==> config.mk <==
export PLATFORM = sky130hd
export DESIGN_NAME = uart_tx_fifo
export DESIGN_NICKNAME = d
export VERILOG_FILES = /design/src/rtl/uart_tx_fifo.sv
export SDC_FILE = /design/constraint.sdc
export NUM_CORES = 1
export LEC_CHECK = 0
export ABC_AREA = 1
export BUFFER_PORTS_ARGS = -buffer_cell sky130_fd_sc_hd__buf_2
export CELL_PAD_IN_SITES_DETAIL_PLACEMENT = 0
export CELL_PAD_IN_SITES_GLOBAL_PLACEMENT = 2
export CORE_ASPECT_RATIO = 2
export CORE_UTILIZATION = 40
export CTS_CLUSTER_SIZE = 30
export DETAILED_ROUTE_END_ITERATION = 10
export GPL_ROUTABILITY_DRIVEN = 0
export PLACE_DENSITY_LB_ADDON = 0.1
export SYNTH_ARGS = -nofsm -noshare
export SYNTH_HDL_FRONTEND = slang
export SYNTH_SLANG_ARGS = --single-unit
==> constraint.sdc <==
create_clock -name clk -period 3.6 [get_ports clk]
set_input_delay 0 -clock clk [delete_from_list [all_inputs] [get_ports clk]]
set_output_delay 0 -clock clk [all_outputs]
set_load 0.01 [all_outputs]
==> src/rtl/uart_tx_fifo.sv <==
// uart_tx_fifo: byte-wide transmit FIFO feeding an 8N1 UART serializer.
//
// Ports:
//   clk       in   single clock, everything on the rising edge
//   rst       in   synchronous, active-high reset (aborts frame, flushes FIFO)
//   tx_data   in   [7:0] byte to enqueue
//   tx_wr     in   write strobe, enqueues tx_data when the FIFO is not full
//   tx_full   out  FIFO holds 2^DEPTH_LOG2 bytes
//   tx_empty  out  FIFO holds no bytes
//   level     out  [DEPTH_LOG2:0] FIFO occupancy
//   overflow  out  sticky: a write arrived while full and was dropped
//   busy      out  serializer is not idle
//   TxD       out  registered serial line, idle high
//
// The bit period DIV is rounded to the nearest whole clock count and must be
// at least 2.
module uart_tx_fifo #(
  parameter int CLK_HZ     = 50000000,
  parameter int BAUD       = 115200,
  parameter int DEPTH_LOG2 = 4
) (
  input  logic                  clk,
  input  logic                  rst,
  input  logic [7:0]            tx_data,
  input  logic                  tx_wr,
  output logic                  tx_full,
  output logic                  tx_empty,
  output logic [DEPTH_LOG2:0]   level,
  output logic                  overflow,
  output logic                  busy,
  output logic                  TxD
);

  localparam int DIV   = (CLK_HZ + BAUD / 2) / BAUD;
  localparam int DEPTH = 1 << DEPTH_LOG2;
  localparam int CNT_W = (DIV > 2) ? $clog2(DIV) : 1;
  localparam int LVL_W = DEPTH_LOG2 + 1;
  localparam logic [CNT_W-1:0] CNT_LAST = CNT_W'(DIV - 1);

  typedef enum logic [1:0] {S_IDLE, S_START, S_DATA, S_STOP} state_t;

  state_t                  state_q, state_d;
  logic [CNT_W-1:0]        cnt_q, cnt_d;
  logic [2:0]              bit_idx_q, bit_idx_d;
  logic [7:0]              shreg_q, shreg_d;
  logic                    txd_q, txd_d;
  logic [DEPTH_LOG2-1:0]   wr_ptr_q, wr_ptr_d;
  logic [DEPTH_LOG2-1:0]   rd_ptr_q, rd_ptr_d;
  logic [LVL_W-1:0]        level_q, level_d;
  logic                    overflow_q, overflow_d;
  logic [7:0]              mem_q [DEPTH];

  logic full, empty, wr_en, pop, cnt_last;
  logic [7:0] head;

  // Full/empty come from the occupancy count, so equal pointers are never ambiguous.
  assign full     = (level_q == LVL_W'(DEPTH));
  assign empty    = (level_q == '0);
  assign wr_en    = tx_wr & ~full;
  assign head     = mem_q[rd_ptr_q];
  assign cnt_last = (cnt_q == CNT_LAST);

  assign tx_full  = full;
  assign tx_empty = empty;
  assign level    = level_q;
  assign overflow = overflow_q;
  assign busy     = (state_q != S_IDLE);
  assign TxD      = txd_q;

  // State register and FIFO bookkeeping
  always_ff @(posedge clk) begin
    if (rst) begin
      state_q    <= S_IDLE;
      cnt_q      <= '0;
      bit_idx_q  <= '0;
      txd_q      <= 1'b1;
      wr_ptr_q   <= '0;
      rd_ptr_q   <= '0;
      level_q    <= '0;
      overflow_q <= 1'b0;
    end else begin
      state_q    <= state_d;
      cnt_q      <= cnt_d;
      bit_idx_q  <= bit_idx_d;
      txd_q      <= txd_d;
      wr_ptr_q   <= wr_ptr_d;
      rd_ptr_q   <= rd_ptr_d;
      level_q    <= level_d;
      overflow_q <= overflow_d;
    end
    shreg_q <= shreg_d;
  end

  always_ff @(posedge clk) begin
    if (wr_en && !rst) mem_q[wr_ptr_q] <= tx_data;
  end

  // Next-state: serializer FSM and FIFO pointers
  always_comb begin
    state_d   = state_q;
    cnt_d     = cnt_q;
    bit_idx_d = bit_idx_q;
    shreg_d   = shreg_q;
    pop       = 1'b0;
    unique case (state_q)
      S_IDLE: begin
        cnt_d     = '0;
        bit_idx_d = '0;
        if (!empty) begin
          pop     = 1'b1;
          shreg_d = head;
          state_d = S_START;
        end
      end
      S_START: begin
        if (cnt_last) begin
          cnt_d     = '0;
          bit_idx_d = '0;
          state_d   = S_DATA;
        end else begin
          cnt_d = cnt_q + 1'b1;
        end
      end
      S_DATA: begin
        if (cnt_last) begin
          cnt_d = '0;
          if (bit_idx_q == 3'd7) state_d   = S_STOP;
          else                   bit_idx_d = bit_idx_q + 3'd1;
        end else begin
          cnt_d = cnt_q + 1'b1;
        end
      end
      S_STOP: begin
        if (cnt_last) begin
          cnt_d = '0;
          // Chain straight into the next start bit when data is waiting.
          if (!empty) begin
            pop     = 1'b1;
            shreg_d = head;
            state_d = S_START;
          end else begin
            state_d = S_IDLE;
          end
        end else begin
          cnt_d = cnt_q + 1'b1;
        end
      end
      default: state_d = S_IDLE;
    endcase

    wr_ptr_d   = wr_en ? wr_ptr_q + 1'b1 : wr_ptr_q;
    rd_ptr_d   = pop   ? rd_ptr_q + 1'b1 : rd_ptr_q;
    overflow_d = overflow_q | (tx_wr & full);
    unique case ({wr_en, pop})
      2'b10:   level_d = level_q + LVL_W'(1);
      2'b01:   level_d = level_q - LVL_W'(1);
      default: level_d = level_q;
    endcase
  end

  // Output: line level for the coming cycle, registered into txd_q
  always_comb begin
    txd_d = 1'b1;
    unique case (state_d)
      S_START: txd_d = 1'b0;
      S_DATA:  txd_d = shreg_d[bit_idx_d];
      default: txd_d = 1'b1;
    endcase
  end

endmodule

* Word level (Yosys, flattened, before mapping) *
Memories as Yosys holds them, arrays and structs flattened. A register that Yosys moved wholly into a read port is not among the register bits.
Cells that the tools add are included.

operators by class
  add/subtract/negate cells = 6
  $mul = 0
  divide/modulo/power cells = 0
  magnitude comparators = 1
  equality and inequality tests = 10
  shifts and indexed selects = 0
  muxes and demuxes = 27
  bitwise gates (word level) = 4
  reductions and logical operators = 7

operator list
  operator               count
  $pmux W9 S2            1
  $mux W8                2
  $pmux W8 S2            1
  $mux W2                5
  $pmux W5 S2            1
  $add A9 B1 Y9 const B  1
  $eq A9 B9 Y1 const B   1
  $mux W3                3
  $mux W9                1
  $pmux W3 S3            1
  $add A4 B1 Y4 const B  2
  $eq A2 B2 Y1 const B   4
  $mux W4                2
  $pmux W2 S4            1
  $eq A2 B1 Y1 const B   3
  $mux W1                6
  $add A5 B1 Y5 const B  1
  $eq A5 B5 Y1 const B   1
  $logic_not A5 Y1       1
  $sub A5 B1 Y5 const B  1
  $lt A3 B4 Y1 const B   1
  $pmux W1 S2            2
  $reduce_bool A2 Y1     2
  $add A3 B1 Y3 const B  1
  9 further kinds        10

storage, ports and cells
  register bits after elaboration = 37
  latch bits = 0
  bits in writable memories = 128
  bits in read-only memories = 0
  output and inout bits = 10
  word-level logic and storage cells = 65
  memories kept = 1

memories
  memory  depth  width  rd ports  clocked after memory_dff  write ports  line  text
  mem_q   16     8      1         1                         1            51    logic [7:0] mem_q [DEPTH];

* Longest topological paths before layout *
Gate-level depths: netlist (run 1).

  depth after elaboration = 7
  depth in mapped cells = 20
  mapped depth without buffers = 20

* Worst setup path before layout (run 1) *
Ideal clock, no wire load.

  kind = register -> register
  start point = register state_q[0]
  end point = register level_q[4] (netlist: level[4])
  library setup time = 0.131 ns
  arrival time = 2.141 ns
  data required time = 3.469 ns
  setup slack = 1.329 ns
  cell stages (with the launch flop) = 19
  path buffers = 0
  clock period less this slack = 2.271 ns
  cell sequence = dfxtp_1 inv_1 ha_1 inv_1 nand2_2 nand3_4 inv_4 ha_1 xnor2_1 inv_1 ha_1 inv_1 nand2_2 nand2_2 nand2_1 nand2_1 nand2_1 nand2_1 a21oi_2

between the ends
  word-level cells in the longest chain between the ends = 4
  elaborated cells on any way between the ends = 7
  those cells by class = 3 x eq/ne; 2 x mux; 2 x reduce/logical

ends and longest elaborated chain
  element                                                   line  text
  start: declaration                                        42    state_t state_q, state_d;
  start signal: assignment                                  82    state_q <= state_d;
  $eq A2 B2 Y1 / $logic_not A2 Y1 (equally long branches)   105   unique case (state_q)
  $pmux W1 S2 (*)                                           105
  named net pop                                             53    logic full, empty, wr_en, pop, cnt_last;
  $eq A2 B1 Y1 / $eq A2 B2 Y1 (equally long branches)       154   unique case ({wr_en, pop})
  $pmux W5 S2 / $reduce_bool A2 Y1 (equally long branches)  --
  end signal: assignment                                    88    level_q <= level_d;
  end: declaration                                          49    logic [LVL_W-1:0] level_q, level_d;

The timed path passes the listed nets; every way through them passes the cells marked *.
A chain may end at the register's enable or synchronous reset.

* Final worst setup path (run 1) *
  start point = register cnt_q[0]
  end point = register level_q[4] (netlist: level[4])

between the ends
  word-level cells in the longest chain between the ends = 5
  elaborated cells on any way between the ends = 7
  those cells by class = 3 x eq/ne; 3 x mux; 1 x reduce/logical

ends and longest elaborated chain
  element                                                   line  text
  start: declaration                                        43    logic [CNT_W-1:0] cnt_q, cnt_d;
  start signal: assignment                                  83    cnt_q <= cnt_d;
  $eq A9 B9 Y1 (*)                                          61    assign cnt_last = (cnt_q == CNT_LAST);
  $mux W1 (*)                                               134   if (cnt_last) begin
  $pmux W1 S2 (*)                                           105
  named net pop                                             53
  $eq A2 B1 Y1 / $eq A2 B2 Y1 (equally long branches)       154
  $pmux W5 S2 / $reduce_bool A2 Y1 (equally long branches)  --

Marks and branches as above.

==> results.cfg, run 1 <==
[clock_tree]
cts_buffer_depth = 2
htree_levels = 4
numCtsBuffers = 17
clk_pin_slew_ns = 0.07
cts.root.buffer_cell = clkbuf_16
post_cts_buffers = 0
cts.sinks = 169
clk_latency_ns = 0.43
tritoncts = done
cts_hold_buffers = 11
ctsResizeCount = 0

[synthesis]
synth_seq_cells = 169
yosys-mux-area-fraction = 0
synthAdderAreaFrac = 0.02681
synth_top_area_frac = 0.5147
synth_common_cells = 218 x nand2_1, 128 x edfxtp_1, 98 x nor2_1
syn_inst = 781
synth_top_family_by_area = simple AND/OR/NAND/NOR gates
synth-simple-area-share = 0.2488
synth.avg_cell_area_sq_um = 9.563
async_flop_share = 0
synth_area_leader_cell = edfxtp_1
synth_edf_count = 128
ys_types = 34
synth_most_common_cell = nand2_1
synth-seq-area-share = 0.6246
synth-xor-area-share = 0.01055
ys_top_cells_by_area = edfxtp_1 51%, dfxtp_1 11%, nand2_1 11%
yosysWarnings = 0
synth-compound-area-share = 0.03836
synth_top_flop_cell = edfxtp_1
synth_nets = 808
syn_area_sq_um = 7468

[floorplan]
die-area_sq_um = 19250
ios = 21
core_sq_um = 18310
die_h_microns = 195.2
rows = 70
initial_core_util = 0.4080
die_w_microns = 98.62

[global_routing]
grt_usage = 0.2053
overflow = 0
grt_pass1_wl_microns = 29140
grt_pass1_vias = 5552
grt_max_degree = 65
antenna_found_initial = 0

[route]
viasPerCell = 5.063
antenna_left = 0
first_iter_violations = 202
firstDrtPassIters = 6
vias = 5321
wire_per_inst_microns = 17.37
drc = 0
wl_microns = 18250

[worst_setup_path]
crit_path_end_kind = flip-flop
r2r_end = level[4]$_SDFFE_PP0P_
cp.required_ns = 3.91
r2r-start = cnt_q[0]$_SDFF_PP0_
crit_type = flip-flop to flip-flop
reg2regPathDepth = 19
cp_data_arrival_time_ns = 2.87
cp-start-kind = flip-flop
ff2ff_setup_slack_ns = 1.04
worstPathMaxFanout = 6

[placed_design]
hpwl_microns = 12340
dp_worst_setup_slack_ns = 1.018
port-buffer-count = 20

[pwr]
vdd_ir_drop_max_v = 0.0005382
power.leakage_nw = 3.498
powerDensity_nw_per_um2 = 683.9

[sta]
setup_violations = 0
fin_worst_skew_ns = 0.009195
fmaxAchievable_mhz = 390.0
relSlewSlack = 0.3746
report.final.slew_viol_count = 0
hold_viol_final = 0
setup_tns_ns = 0
tightestPinTransition_ns = 0.9346
holdWs_ns = 0.4654
timing.final.crit_share = 0.7123
finalCriticalPeriod_ns = 2.564
rsz0062_at_grt = no
post-route-worst-setup-slack_ns = 1.036

[worst_hold_path]
hold-path-endpoint = cnt_q[0]$_SDFF_PP0_
min_path_type = flip-flop to flip-flop
min_from = cnt_q[0]$_SDFF_PP0_
min_path_cells = 1

[finish]
drive_gt1_frac = 0.1054
syn_to_final_growth_pct = 14.49
diodes = 0
post-route-util = 0.4671
layout.nets = 849

[run]
drv_cap = 0

[status]
status = completed
==> sequential cells by signal (all words and copies together) (netlist names), named ones only <==
register and cells:
rd_ptr_q 4, state_q 2, shreg_q 8, cnt_q 9, mem_q 128, overflow 1, wr_ptr_q 4, level 5
bit_idx_q 3, TxD 1
==> worst max path at each step <==
stage                     startpoint                     to  slack [ns]  cells after the start
5_1_grt          cnt_q[0]$_SDFF_PP0_  level[4]$_SDFFE_PP0P_        0.80                     18
6_report         cnt_q[0]$_SDFF_PP0_  level[4]$_SDFFE_PP0P_        1.04                     19
3_3_place_gp     cnt_q[0]$_SDFF_PP0_  level[4]$_SDFFE_PP0P_        1.05                     19
4_1_cts          cnt_q[0]$_SDFF_PP0_  level[4]$_SDFFE_PP0P_        1.02                     19
3_5_place_dp     cnt_q[0]$_SDFF_PP0_  level[4]$_SDFFE_PP0P_        1.02                     19
2_1_floorplan  state_q[0]$_SDFF_PP0_  level[4]$_SDFFE_PP0P_        1.33                     18
==> critical path: stages, from the launching register on <==
cell     delay, ns
dfxtp_1       0.37
ha_1          0.17
nand2_1       0.06
nor2_2        0.19
nand3_1       0.15
nand2_2       0.13
nand3_4       0.11
inv_4         0.11
ha_1          0.28
xnor2_1       0.18
inv_1         0.07
ha_1          0.17
inv_1         0.06
nand2_2       0.06
nand2_2       0.06
nand2_1       0.05
nand2_1       0.06
nand2_1       0.04
nand2_1       0.06
a21oi_2       0.05
==> placed cells by master, fill, tap and decap left out <==
cell type      count
nand2_1          218
edfxtp_1         128
nor2_1            98
nand3_1           94
inv_1             64
dfxtp_1           40
o21ai_0           30
buf_2             20
buf_4             18
a21oi_1           17
clkbuf_16         17
ha_1              16
dlygate4sd3_1     11
nor3_1             9
inv_6              6
nand2_2            5
xor2_1             5
xnor2_1            4
nand4_1            4
clkinv_4           3
nor2_2             2
inv_2              2
clkinv_1           2
o21ai_1            2
nor3b_1            2
a21oi_2            2
clkinvlp_4         2
bufinv_16          2
nor3_4             1
nand4_2            1
nand3_4            1
inv_4              1
nand3_2            1
nor3_2             1
o31ai_1            1
o21ai_2            1
and3_1             1
a21o_1             1
dfxtp_2            1
clkinv_2           1
==> power by group <==
group | internal [W] | leakage, nW | total, W | switching, W
Sequential | 0.00222 | 1.49 | 0.00230 | 0.0000820
Clock | 0.00103 | 0.283 | 0.00183 | 0.000797
Combinational | 0.000546 | 1.73 | 0.00171 | 0.00117
Total | 0.00380 | 3.50 | 0.00585 | 0.00205
==> per-layer routing <==
metal	global-route usage	share of wire	wire (microns)
met1	0.2090	0.37	6704
met2	0.4061	0.58	10660
met3	0.03078	0.025	464
met4	0.08347	0.023	426
met5	0	0	0
==> through the flow <==
| step | cells | instance area [sq um] | total power (W) |
|---|---|---|---|
| 6_report | 1051 | 8551 | 0.005848 |
| 5_1_grt | 1051 | 8551 | 0.006264 |
| 4_1_cts | 1051 | 8551 | 0.005937 |
| 3_5_place_dp | 1008 | 7853 | 0.004088 |
| 3_3_place_gp | 1008 | 7853 | 0.004063 |
| 2_1_floorplan | 781 | 7468 | 0.003608 |
==> logic make-up after synthesis <==
family / after synthesis
AO/OA/AOI/OAI: 54
XOR/XNOR: 9
buffers and inverters: 95
flip-flops: 169
adder cells (fa/ha/maj): 16
AND/OR/NAND/NOR: 438
==> area by class of cell <==
cell class / instances / area, sq um
clock buffer: 17 / 425.4
clock inverter: 15 / 162.7
fill: 1763 / 9754
inverter: 68 / 257.7
multi-input combinational: 517 / 2424
sequential: 169 / 4666
tap: 216 / 270.3
timing repair buffer: 49 / 345.3
(Power assumes the default switching activity.)
==> run 2: changes to the inputs <==
--- a/config.mk
+++ b/config.mk
@@ -5,7 +5,7 @@
 export SDC_FILE = /design/constraint.sdc
 export NUM_CORES = 1
 export LEC_CHECK = 0
-export ABC_AREA = 1
+export ABC_AREA = 0
 export BUFFER_PORTS_ARGS = -buffer_cell sky130_fd_sc_hd__buf_2
 export CELL_PAD_IN_SITES_DETAIL_PLACEMENT = 0
 export CELL_PAD_IN_SITES_GLOBAL_PLACEMENT = 2
==> constraint.sdc (replaced) <==
create_clock -name clk -period 2.64 [get_ports clk]
set_input_delay 0 -clock clk [delete_from_list [all_inputs] [get_ports clk]]
set_output_delay 0 -clock clk [all_outputs]
set_load 0.01 [all_outputs]
==> run 2 against run 1 <==
Compared with the run above: fmax is 3.4% lower; area after synthesis is 3.2% lower; clock power is 30% higher; global-route usage is 2.7 points lower; largest power group unchanged; largest cell class unchanged; synthesized cell count is 39% lower; register-to-register slack worse by 1.1 ns; combinational power is 40% higher; the run now ends with setup timing left.
==> results.cfg, run 2 <==
[worst_setup_path]
worstPathMaxFanout = 3
cp-start-kind = flip-flop
r2r-start = level[0]$_SDFFE_PP0P_
r2r_end = level[4]$_SDFFE_PP0P_
cp.required_ns = 3.00
reg2regPathDepth = 13
ff2ff_setup_slack_ns = -0.01
cp_data_arrival_time_ns = 3.01
crit_type = flip-flop to flip-flop
crit_path_end_kind = flip-flop

[route]
vias = 4105
firstDrtPassIters = 4
antenna_left = 0
drc = 0
first_iter_violations = 178
wl_microns = 15540
viasPerCell = 5.317
wire_per_inst_microns = 20.13

[sta]
post-route-worst-setup-slack_ns = -0.01470
setup_tns_ns = -0.01470
rsz0062_at_grt = yes
finalCriticalPeriod_ns = 2.655
fmaxAchievable_mhz = 376.7
report.final.slew_viol_count = 0
timing.final.crit_share = 1.006
relSlewSlack = 0.5873
fin_worst_skew_ns = 0.006819
setup_violations = 1
hold_viol_final = 0
tightestPinTransition_ns = 0.6184

[finish]
final_cells = 772
layout_commonest_cell = edfxtp_1
largest_reg_flops = 128
num-fill-cells = 1536
diodes = 0
drive_gt1_frac = 0.2701
largest_registers = mem_q x128, cnt_q x9, shreg_q x8
post-route-util = 0.4818
syn_to_final_growth_pct = 17.91
regMostFlops = mem_q
layout.nets = 573
final-seq-area_sq_um = 4673
most-common-layout-cells = 128 x edfxtp_1, 40 x buf_4, 36 x dfxtp_1
postLayoutCellArea_sq_um = 8527
multi_input_area_sq_um = 2416

[pwr]
pwr-share-seq = 0.396
p_switching_w = 0.002391
cellInternalPower_w = 0.005497
pwr-share-clk = 0.301
power_frac_comb = 0.303
powerDensity_nw_per_um2 = 925.0
power.leakage_nw = 2.937
vdd_ir_drop_max_v = 0.0005502
swShare = 0.3031

[clock_tree]
clk_pin_slew_ns = 0.07
htree_levels = 4
numCtsBuffers = 17
cts.root.buffer_cell = clkbuf_16
cts.sinks = 169
clk_latency_ns = 0.43
cts_buffer_depth = 2
tritoncts = done

[worst_hold_path]
min_from = rst
hold-path-endpoint = level[0]$_SDFFE_PP0P_
min_path_type = input port to flip-flop
min_path_cells = 3

[synthesis]
async_flop_share = 0
synth-seq-area-share = 0.6450
synth_top_area_frac = 0.5315
synth_most_common_cell = edfxtp_1
synth_area_leader_cell = edfxtp_1
syn_area_sq_um = 7232
synth_top_flop_cell = edfxtp_1
synth_edf_count = 128
synth_nets = 504
yosysWarnings = 0
ys_types = 67
syn_inst = 477
synth_common_cells = 128 x edfxtp_1, 47 x nor2_1, 41 x dfxtp_1
synth.avg_cell_area_sq_um = 15.16
ys_top_cells_by_area = edfxtp_1 53%, dfxtp_1 11%, mux2i_1 4.4%
synth_seq_cells = 169

[placed_design]
dp_cells = 730
hpwl_microns = 11390
dp_worst_setup_slack_ns = -0.07115
port-buffer-count = 20
dpl_cell_area_sq_um = 7807

[global_routing]
met2_usage = 0.3578
overflow = 0
grt_pass1_vias = 4247
antenna_found_initial = 0
top_usage_layer = met2
use_met3 = 0.03020
grt_usage = 0.1786
met1_usage = 0.1708
grt_pass1_wl_microns = 24150
grt_max_degree = 27

[floorplan]
die_h_microns = 192.2
rows = 69
die-area_sq_um = 18650
initial_core_util = 0.4086
ios = 21
core_sq_um = 17700
die_w_microns = 97.08

[status]
status = finished, violations left
failed_checks = setup timing

[run]
drv_cap = 0
run 2: metal layers:
layer / vias to the layer above / share of wire
met3: 22 / 0.028
met4: 0 / 0.026
li1: 1984 / -
met5: - / 0
met1: 2030 / 0.35
met2: 69 / 0.60
run 2: logic make-up after synthesis:
| kind of cell | Yosys count | synth area share |
|---|---|---|
| adder cells (fa/ha/maj) | 16 | 0.02768 |
| multiplexers | 53 | 0.1123 |
| buffers and inverters | 34 | 0.03218 |
| AND/OR/NAND/NOR | 109 | 0.07249 |
| flip-flops | 169 | 0.6450 |
| AO/OA/AOI/OAI | 79 | 0.08979 |
| XOR/XNOR | 17 | 0.02059 |
run 2: worst max-delay path by stage:
stage                                     start               endpoint  slack [ns]  cells after the start
after floorplan           level[0]$_SDFFE_PP0P_  level[4]$_SDFFE_PP0P_       -0.28                     14
after global placement    level[0]$_SDFFE_PP0P_  level[4]$_SDFFE_PP0P_       -0.03                     13
after detailed placement    cnt_q[1]$_SDFF_PP0_  level[4]$_SDFFE_PP0P_       -0.07                     15
after CTS                 level[0]$_SDFFE_PP0P_  level[4]$_SDFFE_PP0P_       -0.04                     13
after global routing      level[0]$_SDFFE_PP0P_  level[4]$_SDFFE_PP0P_       -0.12                     13
final                     level[0]$_SDFFE_PP0P_  level[4]$_SDFFE_PP0P_       -0.01                     13
run 2: metrics by stage:
| stage | hold slack, ns | total power (W) |
|---|---|---|
| detailed placement | 0.2834 | 0.005554 |
| global route | 0.1090 | 0.008277 |
| finish | 0.09343 | 0.007887 |
| CTS | 0.08370 | 0.007961 |
| global placement | 0.2830 | 0.005536 |
| floorplan | 0.09887 | 0.004800 |
run 2: final cells by class:
class                      count  area share
sequential                   169      0.5481
clock inverter                14     0.01599
inverter                      12    0.006456
multi-input combinational    274      0.2833
timing repair buffer          72     0.06456
clock buffer                  18     0.05033
tap                          213     0.03125
run 2: what timing repair did:
item | 4_1_cts | 5_1_grt
buffers inserted | 0 | 1
setup endpoints to repair | 17 | 67
endpoints found under the hold margin | 129 | 0
pin swaps | 3 | 2
resized for setup | 6 | 14
hold buffers | 9 | 0
run 2: critical path, cell delays in order (launching register included):
cell      delay, ns
dfxtp_4        0.34
or4_4          0.53
o21ba_4        0.22
nand2_4        0.07
inv_6          0.03
ha_4           0.14
xor2_1         0.14
ha_2           0.20
o21a_1         0.17
o21ai_2        0.12
o21bai_2       0.07
xnor2_1        0.13
or3_1          0.30
a21oi_1        0.12
run 2: power by group through the flow:
stage               logic (W)  registers (W)  clock network [W]
floorplan             0.00161        0.00319                  0
global route          0.00262        0.00314            0.00252
finish                0.00239        0.00312            0.00238
global placement      0.00237        0.00317                  0
detailed placement    0.00237        0.00318                  0
CTS                   0.00241        0.00312            0.00243
==> run 3: changes to the inputs <==
--- a/config.mk
+++ b/config.mk
@@ -10,7 +10,7 @@
 export CELL_PAD_IN_SITES_DETAIL_PLACEMENT = 0
 export CELL_PAD_IN_SITES_GLOBAL_PLACEMENT = 2
 export CORE_ASPECT_RATIO = 2
-export CORE_UTILIZATION = 40
+export CORE_UTILIZATION = 46
 export CTS_CLUSTER_SIZE = 30
 export DETAILED_ROUTE_END_ITERATION = 10
 export GPL_ROUTABILITY_DRIVEN = 0
==> run 3 against run 2 <==
Compared with the run above: the run still ends with setup timing left; sequential share of layout area is 0.41 points higher; cell count decreased by 2.2%; worst hold slack got worse by 0.017 ns; non-clock buffer count shrank 2; routed wire length shrank 3.2%; final area shrank 0.76%; flip-flop and latch count unchanged; via count up 0.80%; count of clock-buffer cells in the layout rose by 5; global-route usage rose by 1.9 points; fmax decreased by 0.70%; clock power decreased by 2%; critical path type unchanged.
==> results.cfg, run 3 (synthesized netlist as in run 2, its figures left out) <==
[clock_tree]
clk_pin_slew_ns = 0.06
cts_buffer_depth = 2
clk_latency_ns = 0.43
htree_levels = 4
tritoncts = done
numCtsBuffers = 17
cts.sinks = 169
cts.root.buffer_cell = clkbuf_16

[sta]
relSlewSlack = 0.5541
rsz0062_at_grt = yes
setup_tns_ns = -0.03340
holdWs_ns = 0.07596
fmaxAchievable_mhz = 374.1
timing.final.crit_share = 1.013
fin_worst_skew_ns = 0.005906
setup_violations = 1
hold_viol_final = 0
post-route-worst-setup-slack_ns = -0.03340
tightestPinTransition_ns = 0.6681
finalCriticalPeriod_ns = 2.673
report.final.slew_viol_count = 0

[global_routing]
grt_pass1_vias = 4294
overflow = 0
grt_pass1_wl_microns = 23250
grt_max_degree = 39
grt_usage = 0.1976
antenna_found_initial = 0

[finish]
regMostFlops = mem_q
layout_commonest_cell = edfxtp_1
largest_registers = mem_q x128, cnt_q x9, shreg_q x8
most-common-layout-cells = 128 x edfxtp_1, 40 x buf_4, 37 x dfxtp_1
layout.nets = 571
drive_gt1_frac = 0.2603
final_cells = 755
largest_reg_flops = 128
diodes = 0
syn_to_final_growth_pct = 17.01
post-route-util = 0.5533
num-fill-cells = 1236

[floorplan]
initial_core_util = 0.4728
rows = 64
die_w_microns = 90.66
die_h_microns = 179.3
core_sq_um = 15290
ios = 21
die-area_sq_um = 16260

[route]
wire_per_inst_microns = 19.93
wl_microns = 15050
vias = 4138
drc = 0
firstDrtPassIters = 6
viasPerCell = 5.481
antenna_left = 0
first_iter_violations = 190

[pwr]
powerDensity_nw_per_um2 = 924.8
power_w = 0.007826
vdd_ir_drop_max_v = 0.0006942
power.leakage_nw = 2.928

[placed_design]
port-buffer-count = 20
hpwl_microns = 10880
dp_cells = 713

[worst_setup_path]
cp-start-kind = flip-flop
crit_type = flip-flop to flip-flop
crit_path_end_kind = flip-flop
cp_data_arrival_time_ns = 3.04
cp.required_ns = 3.00
worstPathMaxFanout = 3

[status]
failed_checks = setup timing
status = finished, violations left

[run]
drv_cap = 0

[worst_hold_path]
min_path_type = input port to flip-flop
[run 3: metal layers]
layer,GRT usage,up-vias,share of wire
met3,0.04071,26,0.025
met5,0,-,0
met1,0.1896,2057,0.35
li1,-,1980,-
met4,0.08669,0,0.026
met2,0.3955,75,0.60
[run 3: worst max-delay path, stage by stage, from the launching register on]
cell and delay, ns:
dfxtp_2 0.32, or4_4 0.54, o21ba_4 0.22, nand2_4 0.08, inv_6 0.04, ha_4 0.14, xor2_1 0.14, ha_2 0.19
o21a_1 0.17, o21ai_2 0.12, o21bai_2 0.07, xnor2_1 0.13, or3_1 0.32, a21oi_2 0.13
[run 3: worst paths after layout]
| check | depth (start not counted) | end | slack, ns | from |
|---|---|---|---|---|
| hold reg to reg | 2 | shreg_q[7]$_DFF_P_ | 0.45 | shreg_q[7]$_DFF_P_ |
| setup reg to reg | 13 | level[4]$_SDFFE_PP0P_ | -0.03 | level[1]$_SDFFE_PP0P_ |
| setup / recovery | 13 | level[4]$_SDFFE_PP0P_ | -0.03 | level[1]$_SDFFE_PP0P_ |
| hold / removal | 3 | level[4]$_SDFFE_PP0P_ | 0.08 | rst |
[run 3: power breakdown]
group,internal (W),total [W],switching [W]
Sequential,0.00303,0.00312,0.0000923
Combinational,0.00112,0.00236,0.00124
Clock,0.00134,0.00234,0.00100
Total,0.00549,0.00783,0.00234
[run 3: timing repair]
| action | 4_1_cts | 5_1_grt |
|---|---|---|
| gates resized for setup | 5 | 12 |
| endpoints found under the hold margin | 129 | 0 |
| pin swaps | 6 | 0 |
| hold buffers | 9 | 0 |
| setup endpoints to repair | 10 | 64 |
| setup buffers | 1 | 0 |
[run 3: area by class of cell]
cell class              count  area, sq um  area share
clock inverters             9        62.56    0.007393
flip-flops and latches    169         4672      0.5521
inverters                  12        55.05    0.006506
repair buffers             70        510.5     0.06033
well taps                 198        247.7     0.02928
multi-input cells         274         2414      0.2852
clock buffers              23        500.5     0.05915
[run 3: through the flow]
stage / area [sq um] / setup slack (ns)
final: 8462 / -0.03340
after floorplan: 7273 / -0.2837
after CTS: 8429 / -0.03981
after global routing: 8462 / -0.1175
after global placement: 7749 / -0.02817
after detailed placement: 7749 / -0.1082
